<file path="src/rtl/frame_timing_gen.sv">
// Raster timing generator (SVGA 800x600@60 by default) on the pixel clock.
// Every output is a register decoded from the next-state counters, so outputs describe the current pixel with no lag.
module frame_timing_gen #(
  parameter int unsigned H_VISIBLE = 800,
  parameter int unsigned H_FRONT   = 40,
  parameter int unsigned H_SYNC    = 128,
  parameter int unsigned H_BACK    = 88,
  parameter int unsigned V_VISIBLE = 600,
  parameter int unsigned V_FRONT   = 1,
  parameter int unsigned V_SYNC    = 4,
  parameter int unsigned V_BACK    = 23,
  parameter bit          SYNC_POL  = 1'b1
) (
  input  logic       clk40,
  input  logic       reset,
  output logic       hsync,
  output logic       vsync,
  output logic       videoActive,
  output logic [9:0] hPos,
  output logic [9:0] vPos,
  output logic       nextFrameActive
);

  localparam logic [10:0] H_VIS_C   = 11'(H_VISIBLE);
  localparam logic [10:0] H_SYNC_LO = 11'(H_VISIBLE + H_FRONT);
  localparam logic [10:0] H_SYNC_HI = 11'(H_VISIBLE + H_FRONT + H_SYNC);
  localparam logic [10:0] H_LAST    = 11'(H_VISIBLE + H_FRONT + H_SYNC + H_BACK - 1);
  localparam logic [9:0]  V_VIS_C   = 10'(V_VISIBLE);
  localparam logic [9:0]  V_PRE_C   = 10'(V_VISIBLE - 1);
  localparam logic [9:0]  V_SYNC_LO = 10'(V_VISIBLE + V_FRONT);
  localparam logic [9:0]  V_SYNC_HI = 10'(V_VISIBLE + V_FRONT + V_SYNC);
  localparam logic [9:0]  V_LAST    = 10'(V_VISIBLE + V_FRONT + V_SYNC + V_BACK - 1);
  localparam logic        SYNC_IDLE = ~SYNC_POL;

  logic [10:0] hCount;
  logic [9:0]  vCount;
  logic [10:0] hNext;
  logic [9:0]  vNext;
  logic        hVisNext;
  logic        vVisNext;
  logic        hSyncNext;
  logic        vSyncNext;
  logic        preFetchNext;

  always_comb begin
    hNext = (hCount == H_LAST) ? '0 : hCount + 11'd1;
    vNext = vCount;
    if (hCount == H_LAST) begin
      vNext = (vCount == V_LAST) ? '0 : vCount + 10'd1;
    end
  end

  // Decoding the next counter values lets the output registers line up with the counters.
  always_comb begin
    hVisNext     = (hNext < H_VIS_C);
    vVisNext     = (vNext < V_VIS_C);
    hSyncNext    = (hNext >= H_SYNC_LO) && (hNext < H_SYNC_HI);
    vSyncNext    = (vNext >= V_SYNC_LO) && (vNext < V_SYNC_HI);
    preFetchNext = (vNext < V_PRE_C) || (vNext == V_LAST);
  end

  // Reset parks the counters on the last pixel so the first edge lands on (0,0).
  always_ff @(posedge clk40 or posedge reset) begin
    if (reset) begin
      hCount          <= H_LAST;
      vCount          <= V_LAST;
      hsync           <= SYNC_IDLE;
      vsync           <= SYNC_IDLE;
      videoActive     <= 1'b0;
      hPos            <= '0;
      vPos            <= '0;
      nextFrameActive <= 1'b0;
    end else begin
      hCount          <= hNext;
      vCount          <= vNext;
      hsync           <= hSyncNext ^ SYNC_IDLE;
      vsync           <= vSyncNext ^ SYNC_IDLE;
      videoActive     <= hVisNext && vVisNext;
      hPos            <= hVisNext ? hNext[9:0] : '0;
      vPos            <= vNext;
      nextFrameActive <= preFetchNext;
    end
  end

endmodule

</file>
<file path="config.mk">
export PLATFORM = sky130hd
export DESIGN_NAME = frame_timing_gen
export DESIGN_NICKNAME = d
export VERILOG_FILES = /design/src/rtl/frame_timing_gen.sv
export SDC_FILE = /design/constraint.sdc
export NUM_CORES = 1
export LEC_CHECK = 0
export CORE_UTILIZATION = 58
export DETAILED_ROUTE_END_ITERATION = 10
export GPL_TIMING_DRIVEN = 1
export PLACE_DENSITY = 0.87
export SLEW_MARGIN = 20
export SYNTH_ARGS = -nofsm -noshare
export SYNTH_HDL_FRONTEND = slang
export SYNTH_SLANG_ARGS = --single-unit
</file>
<file path="constraint.sdc">
create_clock -name clk40 -period 5.3 [get_ports clk40]
set_clock_uncertainty 0.15 [all_clocks]
set_input_delay 0.795 -clock clk40 [delete_from_list [all_inputs] [get_ports clk40]]
set_output_delay 0.795 -clock clk40 [all_outputs]
set_load 0.02 [all_outputs]
</file>
==> insert_results.sql, run 1 <==
INSERT INTO impl_metrics (metric_group, metric, value, unit) VALUES
('drt', 'avgRoutedWirePerCell', '15.5', 'um'),
('setup_path', 'most_frequent_cell_on_the_critical_path', 'sky130_fd_sc_hd__nand4_1', ''),
('sta', 'setup_viol', '0', ''),
('floorplanning', 'fp.coreArea', '3050', 'um2'),
('floorplanning', 'floorplan.die_area', '3460', 'um2'),
('sta', 'drv_slew', '0', ''),
('cts', 'cts.clk_slew.worst_paths', '0.12', 'ns'),
('synthesis', 'ys_async_sr_fraction', '100', '%'),
('layout', 'area.growth.synth_to_final', '17.1', '%'),
('setup_path', 'critical-path-top-delay-family', 'simple AND/OR/NAND/NOR gates', ''),
('grt', 'global_route_wire_length_before_repair', '6510', 'um'),
('cts', 'number_of_sinks_handled_by_clock_tree_synthesis', '41', ''),
('sta', 'worst_pin_slew', '0.721', 'ns'),
('setup_path', 'worstPathBufferInverterCount', '0', ''),
('sta', 'setup_slack', '2.06', 'ns'),
('layout', 'leading_cell_type_in_the_layout_fill_and_taps_excluded', 'sky130_fd_sc_hd__dfrtp_1', ''),
('layout', 'design.final.nets', '201', ''),
('sta', 'fin_crit', '3.24', 'ns'),
('synthesis', 'synth-compound-area-share', '9.35', '%'),
('synthesis', 'synth_enable_flop_cells', '0', ''),
('power_and_ir_drop', 'vdd_ir_drop_max', '0.000202', 'V'),
('setup_path', 'reg2reg_setup_slack', '2.06', 'ns'),
('cts', 'numCtsBuffers', '5', ''),
('synthesis', 'netlist_instances', '170', ''),
('grt', 'number_of_antenna_violations_at_the_first_check_in_global_routing', '0', ''),
('layout', 'layout.cells.most_common_list', 'sky130_fd_sc_hd__dfrtp_1, sky130_fd_sc_hd__clkdlybuf4s50_1, sky130_fd_sc_hd__nor2_1', ''),
('setup_path', 'endpoint_kind', 'register', ''),
('synthesis', 'synth.ff_latch_count', '41', ''),
('setup_path', 'critPathKind', 'reg2reg', ''),
('cts', 'postCtsSetupRepairBufs', '0', ''),
('cts', 'clock_tree.root_cell', 'sky130_fd_sc_hd__clkbuf_4', ''),
('floorplanning', 'start_util', '61.4', '%'),
('synthesis', 'synth_adder_area_share', '2.00', '%'),
('sta', 'maximum_clock_frequency', '0.309', 'GHz'),
('power_and_ir_drop', 'report.power.total', '0.477', 'mW'),
('cts', 'post_cts_resized', '0', ''),
('synthesis', 'synth.area.mux_share', '0', '%'),
('setup_path', 'path_cells', 'ha_1 > nand4_1 > or3_1 > or3_2 > a221oi_2 > nand4_1 > and3_4 > o22ai_2', ''),
('layout', 'finalInstanceArea', '2190', 'um2'),
('setup_path', 'worstPathMaxFanout', '10', ''),
('synthesis', 'synth_top_family_by_area', 'simple AND/OR/NAND/NOR gates', ''),
('synthesis', 'sequential_share_of_the_synthesized_area', '55.5', '%'),
('placement', 'dpl_worst_slack', '1.88', 'ns'),
('sta', 'fin_tns_setup', '0', 'ns'),
('drt', 'drt_drc_violations_left', '0', ''),
('drt', 'drt-initial-drc-count', '90', ''),
('setup_path', 'startpoint', 'hCount[0]', ''),
('setup_path', 'worstReg2RegEnd', 'nextFrameActive', ''),
('synthesis', 'synth_warnings', '0', ''),
('cts', 'clock_insertion_delay_at_the_later_pin_of_the_skew_report', '0.35', 'ns'),
('flow_run', 'timing.max_cap.violations', '0', ''),
('placement', 'finalWeightedCongestion', '0.871', ''),
('drt', 'drt_total_wl', '3720', 'um'),
('sta', 'max_slew_margin', '51.5', '%'),
('power_and_ir_drop', 'power.density_cell_area', '218', 'nW/um2'),
('grt', 'grt_use_total', '25.8', '%'),
('floorplanning', 'floorplan.die.width', '58.8', 'um'),
('setup_path', 'timing.rr.start', 'hCount[0]', ''),
('floorplanning', 'die_y', '58.8', 'um'),
('placement', 'place_hpwl', '2670', 'um'),
('synthesis', 'synth_area', '1870', 'um2'),
('placement', 'detailed_place.area', '2130', 'um2'),
('cts', 'tritoncts', 'built', ''),
('setup_path', 'critical_path_cell_count', '8', ''),
('setup_path', 'cp_data_required_time', '5.43', 'ns'),
('run_status', 'outcome', 'completed', ''),
('setup_path', 'timing.critical_path.slowest_stage_cell', 'sky130_fd_sc_hd__dfstp_2', ''),
('setup_path', 'rr_worst_depth', '8', ''),
('setup_path', 'setup.worst_path.start_class', 'register', ''),
('floorplanning', 'io_pins', '26', ''),
('grt', 'global_route.overflow_total', '0', '');
==> layer usage <==
metal | up-vias | global-route usage, % | share of wire [%]
met4 | 0 | 8.50 | 1.1
li1 | 645 | - | -
met2 | 43 | 43.5 | 54
met5 | - | 0 | 0
met3 | 5 | 7.03 | 4.7
met1 | 687 | 32.1 | 40
==> metrics by stage <==
step | std cells | utilization [%] | hold slack, ns
6_report | 240 | 71.9 | 0.422
5_1_grt | 240 | 71.9 | 0.443
4_1_cts | 240 | 71.7 | 0.421
3_5_place_dp | 233 | 69.9 | 0.404
3_3_place_gp | 233 | 69.9 | 0.375
2_1_floorplan | 170 | - | 0.352
==> layout make-up <==
| cell class | count | area (um2) |
|---|---|---|
| flip-flops and latches | 41 | 1040 |
| fillers | 233 | 858 |
| multi-input cells | 111 | 744 |
| repair buffers | 26 | 258 |
| clock buffers | 7 | 55.1 |
| well taps | 44 | 55.1 |
| inverters | 11 | 41.3 |
==> kinds of logic (layout without fill, tap and decap cells) <==
family / after synthesis / in the layout
AND/OR/NAND/NOR: 73 / 73
flip-flops: 41 / 41
AO/OA/AOI/OAI: 21 / 21
buffers and inverters: 18 / 44
XOR/XNOR: 14 / 14
adder cells (fa/ha/maj): 3 / 3
==> worst min-delay path by stage <==
stage                            to  slack (ns)  depth (start not counted)      start
final                     hCount[2]        0.42                          1  hCount[2]
after global routing      hCount[2]        0.44                          1  hCount[2]
after CTS                 hCount[2]        0.42                          1  hCount[2]
after detailed placement  hCount[2]        0.40                          1  hCount[2]
after global placement    hCount[0]        0.38                          1  hCount[0]
after floorplan           hCount[0]        0.35                          1  hCount[0]
==> flip-flops by register name, summed over array words and instances (netlist names) <==
name	cells
vPos	10
vsync	1
hsync	1
vCount	6
videoActive	1
nextFrameActive	1
hCount	11
hPos	10
==> cell usage after synthesis, types with 2 or more instances <==
cell,count,area [um2]
sky130_fd_sc_hd__or4_2,2,17.5
sky130_fd_sc_hd__a22o_1,2,17.5
sky130_fd_sc_hd__dfrtp_1,29,726
sky130_fd_sc_hd__and4_1,2,17.5
sky130_fd_sc_hd__inv_1,11,41.3
sky130_fd_sc_hd__nand4_1,6,37.5
sky130_fd_sc_hd__nor2_1,19,71.3
sky130_fd_sc_hd__buf_4,5,37.5
sky130_fd_sc_hd__and2_1,2,12.5
sky130_fd_sc_hd__xnor2_1,10,87.6
sky130_fd_sc_hd__nor4_1,2,12.5
sky130_fd_sc_hd__or4_4,2,22.5
sky130_fd_sc_hd__a211o_1,2,17.5
sky130_fd_sc_hd__nand2_1,9,33.8
sky130_fd_sc_hd__a21oi_1,3,15.0
sky130_fd_sc_hd__ha_1,3,37.5
sky130_fd_sc_hd__nor3_1,6,30.0
sky130_fd_sc_hd__o21ai_0,2,10.0
sky130_fd_sc_hd__nand3_1,10,50.1
sky130_fd_sc_hd__xor2_1,4,35.0
sky130_fd_sc_hd__or2b_1,2,15.0
sky130_fd_sc_hd__dfstp_2,12,315
sky130_fd_sc_hd__nor2b_1,2,12.5
==> where the power goes <==
| group | internal [mW] | switching, mW | leakage [nW] |
|---|---|---|---|
| combinational | 0.00118 | 0.00563 | 0.400 |
| clock | 0.0627 | 0.0946 | 0.0314 |
| sequential | 0.313 | 0 | 0.500 |
No activity file was read; power rests on OpenSTA's default activity.
==> run 2: changes to the inputs <==
Settings changed: CORE_UTILIZATION 58 to 53, PLACE_DENSITY 0.87 to 0.81.
Clock period 5.3 ns to 3.31 ns, I/O delays scaled along.
==> run 2 against run 1 <==
- sequential share of layout area is 1.1 points lower
- maximum frequency is 5.3% higher
- cell area is 2.3% higher
- register-to-register slack worse by 1.8 ns
- die area is 9.1% higher
- flip-flop and latch count stayed put
- wire length is 3.7% lower
- sequential power is 60% higher
- critical path depth stayed put
- first-iteration DRC count stayed put
- total power is 79% higher
==> insert_results.sql, run 2 (same netlist as run 1, synthesis figures left out) <==
INSERT INTO impl_metrics (metric_group, metric, value, unit) VALUES
('placement', 'detailed_place.area', '2160', 'um2'),
('power_and_ir_drop', 'report.power.total', '0.854', 'mW'),
('sta', 'fin_crit', '3.07', 'ns'),
('floorplanning', 'fp.coreArea', '3360', 'um2'),
('placement', 'place_hpwl', '2580', 'um'),
('grt', 'global_route_wire_length_before_repair', '5980', 'um'),
('cts', 'cts_htree_levels', '2', ''),
('layout', 'finalInstanceArea', '2240', 'um2'),
('setup_path', 'critical_path_end', 'nextFrameActive', ''),
('layout', 'layout-drive-gt1-share', '19.0', '%'),
('drt', 'detail_route.first_pass.iterations', '4', ''),
('sta', 'rsz0062_at_grt', 'no', ''),
('floorplanning', 'die_y', '61.5', 'um'),
('setup_path', 'timing.rr.start', 'vCount[1]', ''),
('setup_path', 'worstReg2RegEnd', 'nextFrameActive', ''),
('sta', 'fin_tns_setup', '0', 'ns'),
('drt', 'antenna_nets_post_route', '0', ''),
('cts', 'clock_tree.buffer_depth', '2', ''),
('grt', 'grt_use_total', '22.5', '%'),
('sta', 'worst_pin_slew', '0.880', 'ns'),
('setup_path', 'worstPathMaxFanout', '5', ''),
('grt', 'number_of_antenna_violations_at_the_first_check_in_global_routing', '0', ''),
('layout', 'area.growth.synth_to_final', '19.8', '%'),
('setup_path', 'setup.worst_path.start_class', 'register', ''),
('layout', 'diodes', '0', ''),
('grt', 'global_route.overflow_total', '0', ''),
('cts', 'postCtsSetupRepairBufs', '0', ''),
('grt', 'grt_start_max_net_pins', '42', ''),
('setup_path', 'endpoint_kind', 'register', ''),
('sta', 'maximum_clock_frequency', '0.325', 'GHz'),
('grt', 'vias_in_the_first_global_route', '1443', ''),
('cts', 'cts_hold_buf', '0', ''),
('layout', 'layout.cells.most_common_list', 'sky130_fd_sc_hd__dfrtp_1, sky130_fd_sc_hd__clkdlybuf4s50_1, sky130_fd_sc_hd__nor2_1', ''),
('cts', 'clock_tree.root_cell', 'sky130_fd_sc_hd__clkbuf_4', ''),
('drt', 'drt_drc_violations_left', '0', ''),
('layout', 'design.final.nets', '204', ''),
('sta', 'max_slew_margin', '40.8', '%'),
('drt', 'route.detailed.vias_per_inst', '5.67', ''),
('cts', 'number_of_sinks_handled_by_clock_tree_synthesis', '41', ''),
('power_and_ir_drop', 'vdd_ir_drop_max', '0.000271', 'V'),
('drt', 'avgRoutedWirePerCell', '14.5', 'um'),
('placement', 'io_buffer_count', '25', ''),
('layout', 'largest_register_ff_count', '11', ''),
('cts', 'clock_insertion_delay_at_the_later_pin_of_the_skew_report', '0.36', 'ns'),
('layout', 'top_register', 'hCount', ''),
('placement', 'finalWeightedCongestion', '0.915', ''),
('layout', 'fillerInstances', '289', ''),
('layout', 'leading_cell_type_in_the_layout_fill_and_taps_excluded', 'sky130_fd_sc_hd__dfrtp_1', ''),
('floorplanning', 'floorplan.die.width', '61.5', 'um'),
('placement', 'placedCellCount', '238', ''),
('cts', 'numCtsBuffers', '5', ''),
('run_status', 'outcome', 'completed', ''),
('drt', 'drt-initial-drc-count', '90', ''),
('sta', 'setup_viol', '0', ''),
('sta', 'finalCritPeriodShare', '92.9', '%'),
('cts', 'cts.clk_slew.worst_paths', '0.12', 'ns'),
('sta', 'hold_viol', '0', ''),
('cts', 'tritoncts', 'built', ''),
('setup_path', 'cp_data_required_time', '3.45', 'ns'),
('setup_path', 'rr_worst_depth', '8', ''),
('floorplanning', 'floorplan.die_area', '3780', 'um2'),
('drt', 'via_count', '1395', ''),
('power_and_ir_drop', 'total_leakage_power', '0.961', 'nW'),
('drt', 'drt_total_wl', '3580', 'um'),
('power_and_ir_drop', 'power.density_cell_area', '380', 'nW/um2'),
('floorplanning', 'start_util', '55.7', '%'),
('setup_path', 'critPathKind', 'reg2reg', ''),
('layout', 'registers_with_the_highest_flip_flop_counts', 'hCount (11), hPos (10), vPos (10)', ''),
('layout', 'fin_cells', '246', ''),
('setup_path', 'startpoint', 'vCount[1]', ''),
('floorplanning', 'io_pins', '26', ''),
('sta', 'drv_slew', '0', ''),
('flow_run', 'timing.max_cap.violations', '0', ''),
('floorplanning', 'rows', '21', ''),
('min_path', 'holdCritPathClass', 'in2async', ''),
('cts', 'post_cts_resized', '0', ''),
('setup_path', 'reg2reg_setup_slack', '0.24', 'ns'),
('setup_path', 'worst-endpoint-arrival', '3.21', 'ns');
==> run 2: worst min-delay path by stage <==
stage                      to      start  slack, ns  cells past startpoint
floorplan           hCount[0]  hCount[0]       0.35                      1
global placement    hCount[0]  hCount[0]       0.37                      1
detailed placement  hCount[0]  hCount[0]       0.39                      1
CTS                   vPos[2]      reset       0.40                      3
global route        hCount[4]  hCount[4]       0.44                      1
finish                vPos[8]      reset       0.39                      3
==> run 2: layer usage <==
metal	GRT usage [%]	up-vias	routed length [um]
li1	-	646	-
met5	0	-	0
met3	7.35	9	169
met1	23.1	696	1460
met2	40.1	44	1870
met4	13.0	0	74
==> run 2: worst max-delay path: stages, from the launching register on <==
cell                      delay (ns)
sky130_fd_sc_hd__dfstp_2        0.59
sky130_fd_sc_hd__ha_1           0.26
sky130_fd_sc_hd__nand4_1        0.14
sky130_fd_sc_hd__nor4_1         0.75
sky130_fd_sc_hd__o21ai_0        0.24
sky130_fd_sc_hd__a22o_1         0.33
sky130_fd_sc_hd__o21a_1         0.23
sky130_fd_sc_hd__and2_1         0.17
sky130_fd_sc_hd__o22ai_2        0.15
==> run 2: cell type report <==
cell class / instances / area (um2) / area share [%]
flip-flops and latches: 41 / 1040 / 46.4
multi-input cells: 111 / 739 / 32.9
repair buffers: 29 / 280 / 12.5
well taps: 46 / 57.6 / 2.56
clock buffers: 7 / 55.1 / 2.45
inverters: 11 / 41.3 / 1.84
clock inverters: 1 / 30.0 / 1.34
==> run 2: metrics by stage <==
| step | util, % | hold WS (ns) | worst slack, ns |
|---|---|---|---|
| finish | 66.7 | 0.392 | 0.235 |
| global route | 66.7 | 0.438 | 0.0762 |
| CTS | 66.7 | 0.396 | 0.268 |
| detailed placement | 64.2 | 0.385 | 0.292 |
| global placement | 64.2 | 0.366 | 0.393 |
| floorplan | - | 0.352 | 0.427 |
==> run 2: power by group <==
group	switching (mW)	internal, mW
registers	0	0.502
clock network	0.161	0.180
logic	0.00912	0.00188
total	0.170	0.684
